## src/rtl/branch_predictor_if.sv

```systemverilog
// Fetch/execute connection for the branch predictor: the fetch lookup, the
// execute-stage training port, the misprediction flag and the counters.
interface branch_predictor_if #(
  parameter int XLEN  = 32,
  parameter int CNT_W = 16
);
  logic [XLEN-1:0]  pc_f;
  logic             pred_taken_f;
  logic [XLEN-1:0]  pred_target_f;
  logic             upd_valid;
  logic [XLEN-1:0]  upd_pc;
  logic             upd_is_jump;
  logic             upd_taken;
  logic [XLEN-1:0]  upd_target;
  logic             upd_pred_taken;
  logic [XLEN-1:0]  upd_pred_target;
  logic             mispredict_e;
  logic [CNT_W-1:0] mispredict_cnt;
  logic [CNT_W-1:0] hit_cnt;

  modport master (
    output pc_f, upd_valid, upd_pc, upd_is_jump, upd_taken, upd_target,
           upd_pred_taken, upd_pred_target,
    input  pred_taken_f, pred_target_f, mispredict_e, mispredict_cnt, hit_cnt
  );

  modport slave (
    input  pc_f, upd_valid, upd_pc, upd_is_jump, upd_taken, upd_target,
           upd_pred_taken, upd_pred_target,
    output pred_taken_f, pred_target_f, mispredict_e, mispredict_cnt, hit_cnt
  );
endinterface

```

## src/rtl/branch_predictor.sv

```systemverilog
// Direct-mapped BTB with 2-bit saturating counters: combinational fetch lookup,
// execute-stage training, misprediction detection and saturating perf counters.
module branch_predictor #(
  parameter int XLEN     = 32,
  parameter int IDX_BITS = 4,
  parameter int CNT_W    = 16
) (
  input  logic              clk,
  input  logic              rst,
  branch_predictor_if.slave bp
);
  localparam int ENTRIES = 2 ** IDX_BITS;
  localparam int TAG_W   = XLEN - IDX_BITS - 2;

  // 2-bit saturating counter step toward the resolved outcome
  function automatic logic [1:0] ctr_next(input logic [1:0] ctr, input logic taken);
    logic [1:0] res;
    if (taken) begin
      if (ctr == 2'b11) res = 2'b11;
      else              res = ctr + 2'b01;
    end else begin
      if (ctr == 2'b00) res = 2'b00;
      else              res = ctr - 2'b01;
    end
    return res;
  endfunction

  // Increment that sticks at all-ones instead of wrapping
  function automatic logic [CNT_W-1:0] sat_inc(input logic [CNT_W-1:0] cnt, input logic en);
    logic [CNT_W-1:0] res;
    if (en && (cnt != {CNT_W{1'b1}})) res = cnt + {{(CNT_W-1){1'b0}}, 1'b1};
    else                              res = cnt;
    return res;
  endfunction

  logic              valid_r  [ENTRIES];
  logic [TAG_W-1:0]  tag_r    [ENTRIES];
  logic [XLEN-1:0]   target_r [ENTRIES];
  logic [1:0]        ctr_r    [ENTRIES];
  logic [CNT_W-1:0]  mispredict_cnt_r;
  logic [CNT_W-1:0]  hit_cnt_r;

  logic [IDX_BITS-1:0] f_idx_s;
  logic [TAG_W-1:0]    f_tag_s;
  logic                f_hit_s;
  logic                pred_taken_s;
  logic [XLEN-1:0]     pred_target_s;
  logic [IDX_BITS-1:0] u_idx_s;
  logic [TAG_W-1:0]    u_tag_s;
  logic                u_hit_s;
  logic                mispredict_s;
  logic                unused_s;

  // Byte-offset bits of word-aligned PCs carry no information here
  assign unused_s = ^{bp.pc_f[1:0], bp.upd_pc[1:0]};

  // Fetch lookup from registered table state (no bypass of same-cycle updates)
  always_comb begin
    f_idx_s      = bp.pc_f[IDX_BITS+1:2];
    f_tag_s      = bp.pc_f[XLEN-1:IDX_BITS+2];
    f_hit_s      = valid_r[f_idx_s] && (tag_r[f_idx_s] == f_tag_s);
    pred_taken_s = f_hit_s & ctr_r[f_idx_s][1];
    if (pred_taken_s) begin
      pred_target_s = target_r[f_idx_s];
    end else begin
      pred_target_s = {XLEN{1'b0}};
    end
  end

  // Execute-side index/tag match and misprediction detection
  always_comb begin
    u_idx_s      = bp.upd_pc[IDX_BITS+1:2];
    u_tag_s      = bp.upd_pc[XLEN-1:IDX_BITS+2];
    u_hit_s      = valid_r[u_idx_s] && (tag_r[u_idx_s] == u_tag_s);
    mispredict_s = bp.upd_valid &
                   ((bp.upd_taken != bp.upd_pred_taken) |
                    (bp.upd_taken & bp.upd_pred_taken &
                     (bp.upd_target != bp.upd_pred_target)));
  end

  // BTB training: strengthen/weaken on hit, allocate only on a taken miss
  always_ff @(posedge clk or posedge rst) begin
    if (rst) begin
      for (int i = 0; i < ENTRIES; i++) begin
        valid_r[i]  <= 1'b0;
        tag_r[i]    <= {TAG_W{1'b0}};
        target_r[i] <= {XLEN{1'b0}};
        ctr_r[i]    <= 2'b01;
      end
    end else if (bp.upd_valid) begin
      if (u_hit_s) begin
        if (bp.upd_is_jump) begin
          ctr_r[u_idx_s]    <= 2'b11;
          target_r[u_idx_s] <= bp.upd_target;
        end else begin
          ctr_r[u_idx_s] <= ctr_next(ctr_r[u_idx_s], bp.upd_taken);
          if (bp.upd_taken) begin
            target_r[u_idx_s] <= bp.upd_target;
          end
        end
      end else if (bp.upd_taken) begin
        valid_r[u_idx_s]  <= 1'b1;
        tag_r[u_idx_s]    <= u_tag_s;
        target_r[u_idx_s] <= bp.upd_target;
        ctr_r[u_idx_s]    <= bp.upd_is_jump ? 2'b11 : 2'b10;
      end
    end
  end

  // Performance counters, saturating
  always_ff @(posedge clk or posedge rst) begin
    if (rst) begin
      mispredict_cnt_r <= {CNT_W{1'b0}};
      hit_cnt_r        <= {CNT_W{1'b0}};
    end else begin
      mispredict_cnt_r <= sat_inc(mispredict_cnt_r, mispredict_s);
      hit_cnt_r        <= sat_inc(hit_cnt_r, f_hit_s);
    end
  end

  assign bp.pred_taken_f   = pred_taken_s;
  assign bp.pred_target_f  = pred_target_s;
  assign bp.mispredict_e   = mispredict_s;
  assign bp.mispredict_cnt = mispredict_cnt_r;
  assign bp.hit_cnt        = hit_cnt_r;
endmodule
```

## src/flat_wrapper.sv

```systemverilog
// flat-port wrapper written by rule: the top's interface ports become plain ports
module branch_predictor_flat 
#(
  parameter int XLEN     = 32,
  parameter int IDX_BITS = 4,
  parameter int CNT_W    = 16
)
  (clk, rst, bp_pc_f, bp_upd_valid, bp_upd_pc, bp_upd_is_jump, bp_upd_taken, bp_upd_target, bp_upd_pred_taken, bp_upd_pred_target, bp_pred_taken_f, bp_pred_target_f, bp_mispredict_e, bp_mispredict_cnt, bp_hit_cnt);
  branch_predictor_if #(.XLEN(XLEN), .CNT_W(CNT_W)) bp_i ();
  input  logic clk;
  input  logic rst;
  input wire logic [$bits(bp_i.pc_f)-1:0] bp_pc_f;
  input wire logic [$bits(bp_i.upd_valid)-1:0] bp_upd_valid;
  input wire logic [$bits(bp_i.upd_pc)-1:0] bp_upd_pc;
  input wire logic [$bits(bp_i.upd_is_jump)-1:0] bp_upd_is_jump;
  input wire logic [$bits(bp_i.upd_taken)-1:0] bp_upd_taken;
  input wire logic [$bits(bp_i.upd_target)-1:0] bp_upd_target;
  input wire logic [$bits(bp_i.upd_pred_taken)-1:0] bp_upd_pred_taken;
  input wire logic [$bits(bp_i.upd_pred_target)-1:0] bp_upd_pred_target;
  output wire logic [$bits(bp_i.pred_taken_f)-1:0] bp_pred_taken_f;
  output wire logic [$bits(bp_i.pred_target_f)-1:0] bp_pred_target_f;
  output wire logic [$bits(bp_i.mispredict_e)-1:0] bp_mispredict_e;
  output wire logic [$bits(bp_i.mispredict_cnt)-1:0] bp_mispredict_cnt;
  output wire logic [$bits(bp_i.hit_cnt)-1:0] bp_hit_cnt;
  assign bp_i.pc_f = bp_pc_f;
  assign bp_i.upd_valid = bp_upd_valid;
  assign bp_i.upd_pc = bp_upd_pc;
  assign bp_i.upd_is_jump = bp_upd_is_jump;
  assign bp_i.upd_taken = bp_upd_taken;
  assign bp_i.upd_target = bp_upd_target;
  assign bp_i.upd_pred_taken = bp_upd_pred_taken;
  assign bp_i.upd_pred_target = bp_upd_pred_target;
  assign bp_pred_taken_f = bp_i.pred_taken_f;
  assign bp_pred_target_f = bp_i.pred_target_f;
  assign bp_mispredict_e = bp_i.mispredict_e;
  assign bp_mispredict_cnt = bp_i.mispredict_cnt;
  assign bp_hit_cnt = bp_i.hit_cnt;
  branch_predictor #(.XLEN(XLEN), .IDX_BITS(IDX_BITS), .CNT_W(CNT_W)) u_core (.clk(clk), .rst(rst), .bp(bp_i));
endmodule
```

## config.mk

```make
export PLATFORM = sky130hd
export DESIGN_NAME = branch_predictor_flat
export DESIGN_NICKNAME = d
export VERILOG_FILES = /design/src/rtl/branch_predictor_if.sv /design/src/rtl/branch_predictor.sv /design/src/flat_wrapper.sv
export SDC_FILE = /design/constraint.sdc
export NUM_CORES = 2
export LEC_CHECK = 0
export ABC_AREA = 0
export BUFFER_PORTS_ARGS = -buffer_cell sky130_fd_sc_hd__buf_2
export CAP_MARGIN = 40
export CORE_UTILIZATION = 25
export DETAILED_ROUTE_END_ITERATION = 12
export SLEW_MARGIN = 20
export SYNTH_ARGS = -nofsm -noshare
export SYNTH_HDL_FRONTEND = slang
export SYNTH_SLANG_ARGS = --single-unit
```

## constraint.sdc

```tcl
create_clock -name clk -period 46.4 [get_ports clk]
set_clock_uncertainty 0.15 [all_clocks]
set_input_delay 9.28 -clock clk [delete_from_list [all_inputs] [get_ports clk]]
set_output_delay 9.28 -clock clk [all_outputs]
set_load 0.05 [all_outputs]
```

==> run metrics <==
status=completed; max_cap viols=0; area delta synth->final=11.6%; Pint=1700 uW; part of the power in the clock network=37.9%; CTS H-Tree Depth=3; remaining global-route overflow=0; Main synth FF type=dfrtp_1; critical path's largest stage delay=630 ps; Pre-antenna DRT Iters=6; Via Count=53418; placed inst area=69100 sq um; Mean Syn Cell Area=10.9 sq um; Post-CTS Setup Inserts=0; clock tree sinks=1008; FF-to-FF path depth=14; Data arrival, critical path=14660 ps; worst hold path type=flip-flop to flip-flop; max_slew headroom=17.0%; I/O Buffers=195; initial DRC count=6019; die width=514 um; sequential cell area=25200 sq um; overall power after layout=2420 uW; final setup fails=0; hold path endpoint=u_core.bp.mispredict_cnt[6]$_DFFE_PP0P_; reg2reg setup slack=40880 ps; largest area contributor in the netlist=dfrtp_1; Critical Path RT=36970 ps; initial antenna violation count=25; CP Class=input pin to output port; DR WL/cell=23.7 um; setup slack after layout=22310 ps; crit-path most repeated cell=buf_4; crit end category=output port; sequential share of power=43.1%; vias in the first global route=52049; type of origin of the critical path=input pin; Syn Nets=6139; CTS clock-pin slew for the worst setup and hold paths=60 ps; via/cell ratio=5.75; Placer Congestion=0.847; WL final=220000 um; Lkg Pwr=0.0258 uW; fin nets=5841; RR Endpoint=u_core.target_r[249]$_DFFE_PP0P_; Post-Synthesis Cells=6002; startpoint of the worst hold path=u_core.bp.mispredict_cnt[6]$_DFFE_PP0P_; Netlist cell types=73; Fin Setup TNS=0 ps; sequential share of the synthesized area=38.5%; max-slew violations=0; # rows=187; ranking of synthesized cells by area=dfrtp_1 38%, mux4_2 12%, mux2_2 7.4%; Peak VDD IR=0.0000341 V; Die Y-Extent=514 um; Max Clk Rate=0.0415 GHz; worst hold path depth=1; RR Startpoint=u_core.tag_r[313]$_DFFE_PP0P_; core outline area=260000 sq um; worst-path cell chain=buf_8 -> buf_4 -> buf_16 -> buf_12 -> mux4_2 -> mux2i_1 -> a311o_1 -> a211o_1 -> or4_1 -> a21oi_1 -> nor3b_2 -> buf_4 -> and3_1 -> buf_2; die footprint=264000 sq um; final instance area=73200 sq um; # IOs=200; CTS tree=built; critical path fanouts, max=110; final hold violation count=0; Pwr Density=33.1 nW/um^2; drt drc=0; fillers=26813; Slowest-stage cell, CP=buf_12; root buffer cell=clkbuf_16; dpl ws=22300 ps; Non-Filler Instances=9289; placed insts=9072; RSZ-0062 raised after global routing=false; Yosys reg bits=1008; Initial Utilization=25.2%; total global-route track usage=16.1%; post-synthesis cell area=65600 sq um; Post-synth ARST share=100%; first-pass GRT wire length=333000 um; Net Sw Power=722 uW; CTS Hold Buffers Added=0; sw frac=29.8%; antenna viol nets, final=0; clk_lat worst skew=810 ps; Slew @ Worst Pin=1250 ps; period utilization=51.9%; post-DP HPWL=129000 um; Combinational Power Share=19.0%; Yosys top cell area share=37.9%; post_cts resized=0; largest net degree at the start of global routing=267; Clock Path Buffers=3; Post-synth EDFFs=0; fin crit period=24090 ps; share of cells above drive strength 1=23.6%; multi-input logic area=36900 sq um; synth warn=0; CTS Buf Count=113
[flip-flops by register name, indices dropped and copies added, names as in the netlist]
register / cells
u_core.bp.hit_cnt: 16
u_core.tag_r: 416
u_core.ctr_r: 32
u_core.target_r: 512
u_core.valid_r: 16
u_core.bp.mispredict_cnt: 16
[area by class of cell]
cell class / count / area share [%]
inverter: 24 / 0.137
clock buffer: 169 / 4.52
timing repair buffer: 333 / 3.79
tap: 3496 / 5.98
sequential: 1008 / 34.5
clock inverter: 31 / 0.563
multi-input combinational: 4224 / 50.5
antenna: 4 / 0.0137
[worst max-delay path by stage]
| stage | from | endpoint | slack, ps | cells after the start |
|---|---|---|---|---|
| after floorplan | rst | u_core.bp.hit_cnt[0]$_DFFE_PP0P_ | 8630 | 1 |
| after global placement | bp_pc_f[4] | bp_pred_target_f[2] | 22160 | 13 |
| after detailed placement | bp_pc_f[4] | bp_pred_target_f[3] | 22300 | 14 |
| after CTS | bp_pc_f[4] | bp_pred_target_f[3] | 22300 | 14 |
| after global routing | bp_pc_f[4] | bp_pred_target_f[3] | 22190 | 14 |
| final | bp_pc_f[4] | bp_pred_target_f[21] | 22310 | 14 |
[stage by stage]
stage / utilization (%) / hold WS, ps
3_5_place_dp: 26.6 / 322
3_3_place_gp: 26.3 / 312
4_1_cts: 28.0 / 336
6_report: 28.1 / 336
5_1_grt: 28.1 / 347
2_1_floorplan: - / 296
[synthesized netlist by cell type (all sizes together) (78+ instances only)]
master	count
a211oi	471
a21oi	78
buf	197
clkbuf	549
dfrtp	992
mux2	431
mux2i	149
mux4	358
nand2	190
nand3b	516
nor2	515
nor3b	466
o311ai	515
[power groups by stage]
stage,clock [uW],sequential [uW],combinational (uW)
2_1_floorplan,0,1040,327
3_3_place_gp,0,1050,440
3_5_place_dp,0,1060,456
4_1_cts,935,1040,458
5_1_grt,968,1050,492
6_report,917,1040,461
[critical path, delay by kind of cell]
kind	cells	cell delay, ps
AO/OA/AOI/OAI	3	910
buffers and inverters	6	2650
multiplexers	2	500
AND/OR/NAND/NOR	3	1150
[placed cells by master, fill, tap and decap left out, types with 15 or more instances in the layout]
master,netlist,layout
and3_1,47,47
nand3_1,18,18
nor3_1,19,19
clkinv_2,0,15
nand3b_1,516,516
nor4_1,20,19
a311oi_1,48,48
buf_4,54,94
o311ai_1,113,113
dfrtp_1,992,992
a22oi_1,33,33
nand2_4,0,16
mux2_2,431,431
clkbuf_16,0,113
buf_12,0,18
nand2b_1,16,16
clkbuf_1,549,29
mux4_2,358,358
buf_2,77,187
mux2i_1,149,149
xnor2_1,72,71
inv_1,21,19
xor2_1,32,32
buf_16,0,23
a211oi_1,471,471
o21ai_0,64,63
nor2_1,515,514
nor2b_1,19,18
clkbuf_8,0,28
nand4_1,25,25
o311ai_0,402,402
a21oi_1,78,78
dfstp_2,16,16
nand2_1,181,165
nor3b_1,466,465
[cell families (layout without fill, tap and decap cells)]
logic type / Yosys count / in the layout / share of synthesized area, %
and+or+nand+nor: 1886 / 1886 / 17.2
AOI/OAI and AO/OA: 1292 / 1292 / 15.4
DFF: 1008 / 1008 / 38.5
muxes: 938 / 938 / 22.0
buffers and inverters: 770 / 557 / 5.40
xor gates and xnor gates: 104 / 104 / 1.39
adders and majority gates: 4 / 4 / 0.0725
other: 0 / 4 / 0
[layer usage]
metal | global-route usage, % | up-vias | part of all wire (%)
li1 | - | 22878 | -
met1 | 22.2 | 27868 | 43
met2 | 24.8 | 2218 | 46
met3 | 3.14 | 424 | 7.7
met4 | 6.01 | 30 | 3.6
met5 | 0 | - | 0.090
No activity file was read; power rests on OpenSTA's default activity.
